==> src/rtl/rr_req_encoder.sv <==
// rtl/rr_req_encoder.sv - round-robin request encoder with registered index, one-hot grant and valid/ready handshake
module rr_req_encoder #(
   parameter int RANGE = 4
) (
   input  logic                    clk_i,
   input  logic                    rst_i,
   input  logic [(1<<RANGE)-1:0]   req_i,
   output logic [RANGE-1:0]        idx_o,
   output logic [(1<<RANGE)-1:0]   onehot_o,
   output logic                    valid_o,
   input  logic                    ready_i
);

   localparam int N = 1 << RANGE;

   logic [RANGE-1:0] r_idx;
   logic [RANGE-1:0] r_ptr;
   logic [N-1:0]     r_onehot;
   logic             r_valid;

   logic             w_fire;
   logic             w_load;
   logic [RANGE-1:0] w_next_ptr;
   logic [RANGE-1:0] w_base;
   logic [2*N-1:0]   w_dbl;
   logic [2*N-1:0]   w_shift;
   logic [N-1:0]     w_rot;
   logic [RANGE-1:0] w_off;
   logic             w_any;
   logic [RANGE-1:0] w_win;
   logic [N-1:0]     w_win_oh;

   // Rotating a doubled copy puts the search base at bit 0, so a plain
   // lowest-set-bit encoder yields the offset of the round-robin winner.
   always_comb begin
      w_fire     = r_valid & ready_i;
      w_load     = ~r_valid | w_fire;
      w_next_ptr = r_idx + 1'b1;
      w_base     = w_fire ? w_next_ptr : r_ptr;
      w_dbl      = {req_i, req_i};
      w_shift    = w_dbl >> w_base;
      w_rot      = w_shift[N-1:0];
      w_any      = |req_i;
      w_off      = '0;
      for (int k = N - 1; k >= 0; k--) begin
         if (w_rot[k]) begin
            w_off = RANGE'(k);
         end
      end
      w_win    = w_base + w_off;
      w_win_oh = {{(N-1){1'b0}}, 1'b1} << w_win;
   end

   always_ff @(posedge clk_i) begin
      if (rst_i) begin
         r_valid  <= 1'b0;
         r_idx    <= '0;
         r_onehot <= '0;
         r_ptr    <= '0;
      end else begin
         if (w_fire) begin
            r_ptr <= w_next_ptr;
         end
         if (w_load) begin
            if (w_any) begin
               r_valid  <= 1'b1;
               r_idx    <= w_win;
               r_onehot <= w_win_oh;
            end else begin
               // idx holds its last value when nothing is pending
               r_valid  <= 1'b0;
               r_onehot <= '0;
            end
         end
      end
   end

   assign idx_o    = r_idx;
   assign onehot_o = r_onehot;
   assign valid_o  = r_valid;

endmodule

==> config.mk <==
export PLATFORM = sky130hd
export DESIGN_NAME = rr_req_encoder
export DESIGN_NICKNAME = d
export VERILOG_FILES = /design/src/rtl/rr_req_encoder.sv
export SDC_FILE = /design/constraint.sdc
export NUM_CORES = 1
export LEC_CHECK = 0
export BUFFER_PORTS_ARGS = -buffer_cell sky130_fd_sc_hd__buf_2
export CORE_AREA = 2 2 77 79
export CTS_CLUSTER_DIAMETER = 50
export DETAILED_ROUTE_END_ITERATION = 10
export DIE_AREA = 0 0 79 81
export PLACE_DENSITY = 0.77
export SLEW_MARGIN = 10
export SYNTH_ARGS = -nofsm -noshare
export SYNTH_HDL_FRONTEND = slang
export SYNTH_SLANG_ARGS = --single-unit
==> constraint.sdc <==
create_clock -name clk_i -period 6.1 [get_ports clk_i]
set_clock_uncertainty 0.15 [all_clocks]
set_input_delay 0.61 -clock clk_i [delete_from_list [all_inputs] [get_ports clk_i]]
set_output_delay 0.61 -clock clk_i [all_outputs]
set_load 0.005 [all_outputs]
==> results.toml, run 1 <==
[global_route]
grtUsageTotal = 0.200
grt_pass1_vias = 2194
grt_max_degree = 21
antenna_found_initial = 0
grt_pass1_wl_um = 10600
grt_overflow = 0

[detailed_routing]
remaining_drc_errors = 0
met1_length_um = 3040
vias_per_cell = 6.07
dr_wl_met2_um = 2990
routed_wirelength_um = 6410
dr.first_iter.drc_count = 198
first_pass_iters = 7
final_antenna_net_count = 0
met3_length_um = 315
dr.max_layer_used = "met4"
vias = 2380
wire_per_inst_um = 16.3

[critical_path]
path_buf_inv = 1
setup.worst_path.start_class = "register"
worst_path_max_delay_cell = "a21boi_4"
end_kind = "register"
path_cells = "ha_1, xor2_4, a21boi_4, mux2i_1, o22ai_1, a31oi_1, mux2i_1, o21ba_2, inv_1, a211o_1, a31oi_1, ha_1, a21o_1, a21oi_1, xnor2_1, xor2_2, a32o_2"
crit_fanout = 16
worstPathRequired_ps = 6160
criticalPathCategory = "reg -> reg"
rrSetupSlack_ps = 1030
critPathTopFamily = "compound AO/OA/AOI/OAI gates"
critPathMaxStageDelay_ps = 550
cp.arrival_ps = 5130

[die]
start_util = 0.434
io_pins = 40
die_width_um = 79
core-area_um2 = 5680
dieArea_um2 = 6400
die_h_um = 81
rows = 28

[clocking]
cts_resized = 0
cts-root-buf = "clkbuf_8"
cts_sinks = 25
cts_tree = "done"
clkTransAtPathRegs_ps = 90
insertion_delay_ps = 270
clockBufferDepth = 2
cts_inserted_buffers = 3
hold_buffers = 0
htree_levels = 1
post_cts_buffers = 0

[finish]
instances_no_fill = 392
final_nets = 342
final_cell_mix = "52 x mux2i_1, 39 x buf_2, 28 x nor2_1"
n_antenna_cell = 0
drive_above_1_share = 0.227
final_common_cell = "mux2i_1"
synthToLayoutAreaGrowth_pct = 11.5

[timing]
finalSetupViolCount = 0
worst_slew_pin_slew_ps = 955
finalCritPeriodShare = 0.831
drv_slew = 0
max_slew_margin = 0.361
grt_setup_unrepaired = "no"
tns_ps = 0
fmax_mhz = 197
finalHoldViolations = 0
finalCriticalPeriod_ps = 5070

[power_and_ir_drop]
ir_worst_vdd_uv = 208
p_int_uw = 538
power_switching_uw = 496
powerDensity_nw_per_um2 = 377
p_leak_uw = 0.00123
power_frac_clock = 0.096
seqPwrFrac = 0.221
combPwrFrac = 0.683
swShare = 0.480

[placed_design]
gp_congestion = 0.913
dp_cells = 388
port_buffers = 39
dpl.hpwl_um = 4960

[synth]
avgSynthCellArea_um2 = 8.61
ys_seq_elements = 25
synth_edf_count = 0
synth_top_area_cell = "mux2i_1"
yosys_warnings = 0
seq_area_frac_synth = 0.203
yosys.area.top_type_share = 0.211
postSynthNetCount = 310
ys_types = 60
syn-instance-count = 286
ys_top_cells_by_area = "mux2i_1 21%, dfxtp_1 20%, a32o_1 6.1%"
async_flop_share = 0
ys.flop_type = "dfxtp_1"
syn-cell-area_um2 = 2460

[worst_hold_path]
worstHoldPathType = "reg -> reg"

[run_status]
status = "completed"

[run]
cap_violations = 0
==> per-stage QoR <==
stage	total power [µW]	cell area, µm²	hold WS [ps]	worst slack (ps)	utilization
after global placement	917	2700	297	1030	0.476
after detailed placement	929	2700	304	1020	0.476
after CTS	1030	2750	325	1070	0.484
after global routing	1120	2750	350	655	0.484
after floorplan	767	2460	316	1820	-
final	1030	2750	321	1030	0.484
==> Yosys cell counts (2+ instances only) <==
library cell,instances
o21ba_2,2
o21a_1,2
mux2_2,9
o211ai_1,5
nor2_1,28
buf_2,5
o22ai_1,10
inv_1,9
nor4_1,4
a21oi_1,9
a32o_1,15
nand2_1,18
nor3_1,10
nor2b_1,4
a211o_1,2
clkbuf_1,7
mux2i_1,52
o21ai_0,2
a21o_1,3
xnor2_1,3
and2_1,3
nand3_1,6
ha_1,4
dfxtp_1,25
or3_1,2
buf_4,2
a31oi_1,8
a211oi_1,5
==> routing by layer <==
| metal | vias up | GRT usage |
|---|---|---|
| met5 | - | 0 |
| met4 | 0 | 0.0448 |
| met3 | 10 | 0.0189 |
| met2 | 70 | 0.343 |
| met1 | 1143 | 0.273 |
| li1 | 1157 | - |
==> area by class of cell <==
class	instances	area [µm²]
Inverter	10	37.5
Fill cell	572	2930
Tap cell	75	93.8
Sequential cell	25	500
Clock inverter	1	5.00
Timing Repair Buffer	43	225
Multi-Input combinational cell	235	1840
Clock buffer	3	41.3
==> power groups by stage <==
stage,Clock (µW),Combinational (µW),Sequential [µW]
final,98.7,706,229
after global routing,107,780,233
after CTS,101,701,229
after detailed placement,0,697,232
after global placement,0,686,231
after floorplan,0,545,222
==> logic make-up after synthesis <==
family | after synthesis | synth area share
simple gates | 85 | 0.171
compound gates | 77 | 0.258
flops | 25 | 0.203
buf+inv | 26 | 0.0483
xor+xnor | 7 | 0.0386
mux | 61 | 0.253
fa+ha+maj | 5 | 0.0285
==> worst paths after layout <==
kind / start / to / cells after the start
worst min-delay path: onehot_o[5] / onehot_o[5] / 1
worst min register to register: onehot_o[5] / onehot_o[5] / 1
worst max-delay path: idx_o[0] / onehot_o[3] / 17
worst max register to register: idx_o[0] / onehot_o[3] / 17
==> registers in the layout, indices dropped and copies added (netlist names) <==
name / cells
r_ptr: 4
onehot_o: 16
valid_o: 1
idx_o: 4
==> worst register-to-register path: cells and delay by family (launching register included) <==
family	cells	cell delay, ps
XOR/XNOR	3	860
multiplexers	2	650
AO/OA/AOI/OAI	9	2320
buffers and inverters	1	50
flip-flops	1	440
adder cells (fa/ha/maj)	2	570
(Power assumes the default switching activity.)
==> run 2, diff against run 1 <==
clock period = 5 ns   (was 6.1 ns; I/O delays follow)
==> results.toml, run 2 (synthesis gave the netlist of run 1 again) <==
[timing]
fmax_mhz = 213
drv_slew = 0
holdWs_ps = 322
worst_slew_pin_slew_ps = 997
max_slew_margin = 0.333
finalCriticalPeriod_ps = 4700
finalHoldViolations = 0
finalCritPeriodShare = 0.940
finalSetupViolCount = 0

[die]
die_width_um = 79
io_pins = 40
dieArea_um2 = 6400
die_h_um = 81
rows = 28
core-area_um2 = 5680
start_util = 0.434

[power_and_ir_drop]
seqPwrFrac = 0.203
ir_worst_vdd_uv = 329
finalPower_uw = 1340
swShare = 0.467
power_frac_clock = 0.088
power_switching_uw = 627
combPwrFrac = 0.709
p_leak_uw = 0.00132
p_int_uw = 715
powerDensity_nw_per_um2 = 463

[global_route]
grt_overflow = 0
grt_pass1_wl_um = 11100
use_met1 = 0.288
grtUsageTotal = 0.215
antenna_found_initial = 0
grt_max_degree = 18
grt_use_met2 = 0.357
top_usage_layer = "met2"
grt_pass1_vias = 2245
met3_usage = 0.0211

[critical_path]
crit_fanout = 10
end_kind = "register"
cp.arrival_ps = 4720
worst_r2r_path_depth = 21
setup.worst_path.start_class = "register"
worstSetupStartpoint = "idx_o[0]"
reg2reg_from = "idx_o[0]"
worstPathRequired_ps = 5020
reg2reg_to = "onehot_o[3]"
rrSetupSlack_ps = 300
criticalPathCategory = "reg -> reg"

[clocking]
cts_inserted_buffers = 3
cts_tree = "done"
insertion_delay_ps = 270
cts_sinks = 25
clockBufferDepth = 2
cts-root-buf = "clkbuf_8"
clkTransAtPathRegs_ps = 80
htree_levels = 1

[run]
cap_violations = 0

[placed_design]
port_buffers = 39
gp_congestion = 0.938
dpl_cell_area_um2 = 2750
dp_cells = 395
dpl.hpwl_um = 5170

[finish]
final_nets = 358
final_cell_mix = "52 x mux2i_1, 39 x buf_2, 28 x nor2_1"
final_area_um2 = 2900
synthToLayoutAreaGrowth_pct = 17.7
instances_no_fill = 408
fin_util = 0.510
final_common_cell = "mux2i_1"
drive_above_1_share = 0.264
largest_reg_flops = 16
n_antenna_cell = 0

[run_status]
status = "completed"

[detailed_routing]
dr.first_iter.drc_count = 262
first_pass_iters = 5
vias_per_cell = 6.09
wire_per_inst_um = 17.0
routed_wirelength_um = 6920
vias = 2484
remaining_drc_errors = 0
final_antenna_net_count = 0

[worst_hold_path]
worstHoldPathType = "reg -> reg"
holdCritStartpoint = "onehot_o[0]"
whs_endpoint = "onehot_o[0]"
min_path_cells = 1
run 2: how the worst max path moves through the flow:
| stage | to | slack (ps) | depth (start not counted) |
|---|---|---|---|
| finish | onehot_o[3] | 300 | 21 |
| global route | onehot_o[7] | -8 | 17 |
| CTS | onehot_o[7] | 60 | 16 |
| detailed placement | onehot_o[7] | 40 | 16 |
| global placement | onehot_o[3] | 150 | 17 |
| floorplan | onehot_o[3] | 720 | 17 |
run 2: final cells by class:
class / instances / area, µm²
multi-input combinational: 235 / 1850
inverter: 10 / 37.5
fill: 547 / 2780
tap: 75 / 93.8
clock buffer: 4 / 45.0
sequential: 25 / 500
timing repair buffer: 59 / 370
run 2: metrics by stage:
step,setup WS [ps],setup TNS (ps)
floorplan,722,0
global placement,146,0
detailed placement,42.9,0
CTS,57.7,0
global route,-8.10,-8.10
finish,301,0
run 2: power by group through the flow:
stage | logic [µW] | clock network, µW | registers [µW]
final | 952 | 118 | 272
after CTS | 889 | 122 | 272
after floorplan | 665 | 0 | 271
after detailed placement | 885 | 0 | 276
after global routing | 1040 | 128 | 278
after global placement | 871 | 0 | 275
run 2: timing repair:
action	4_1_cts	5_1_grt
setup endpoints to repair	0	17
hold endpoints to repair	0	0
setup buffers	0	9
resized for setup	0	1
hold buffers	0	0
run 2: critical path: stages, from the launching register on:
cell and delay [ps]:
dfxtp_1 360, ha_1 290, xor2_4 180, buf_12 160, a21boi_4 160, buf_12 150, buf_4 120, mux2i_1 310
mux2i_1 110, mux2_2 330, nor2_1 150, o21ba_2 220, inv_1 50, a211o_1 300, a31oi_1 160, ha_1 250
a21o_1 170, a21oi_1 160, xnor2_1 260, xor2_2 120, buf_4 180, a32o_2 260
run 2: routing by layer:
metal | share of wire | vias to the layer above | wire [µm]
li1 | - | 1189 | -
met1 | 0.45 | 1176 | 3090
met2 | 0.47 | 103 | 3220
met3 | 0.063 | 16 | 436
met4 | 0.025 | 0 | 170
met5 | 0 | - | 0
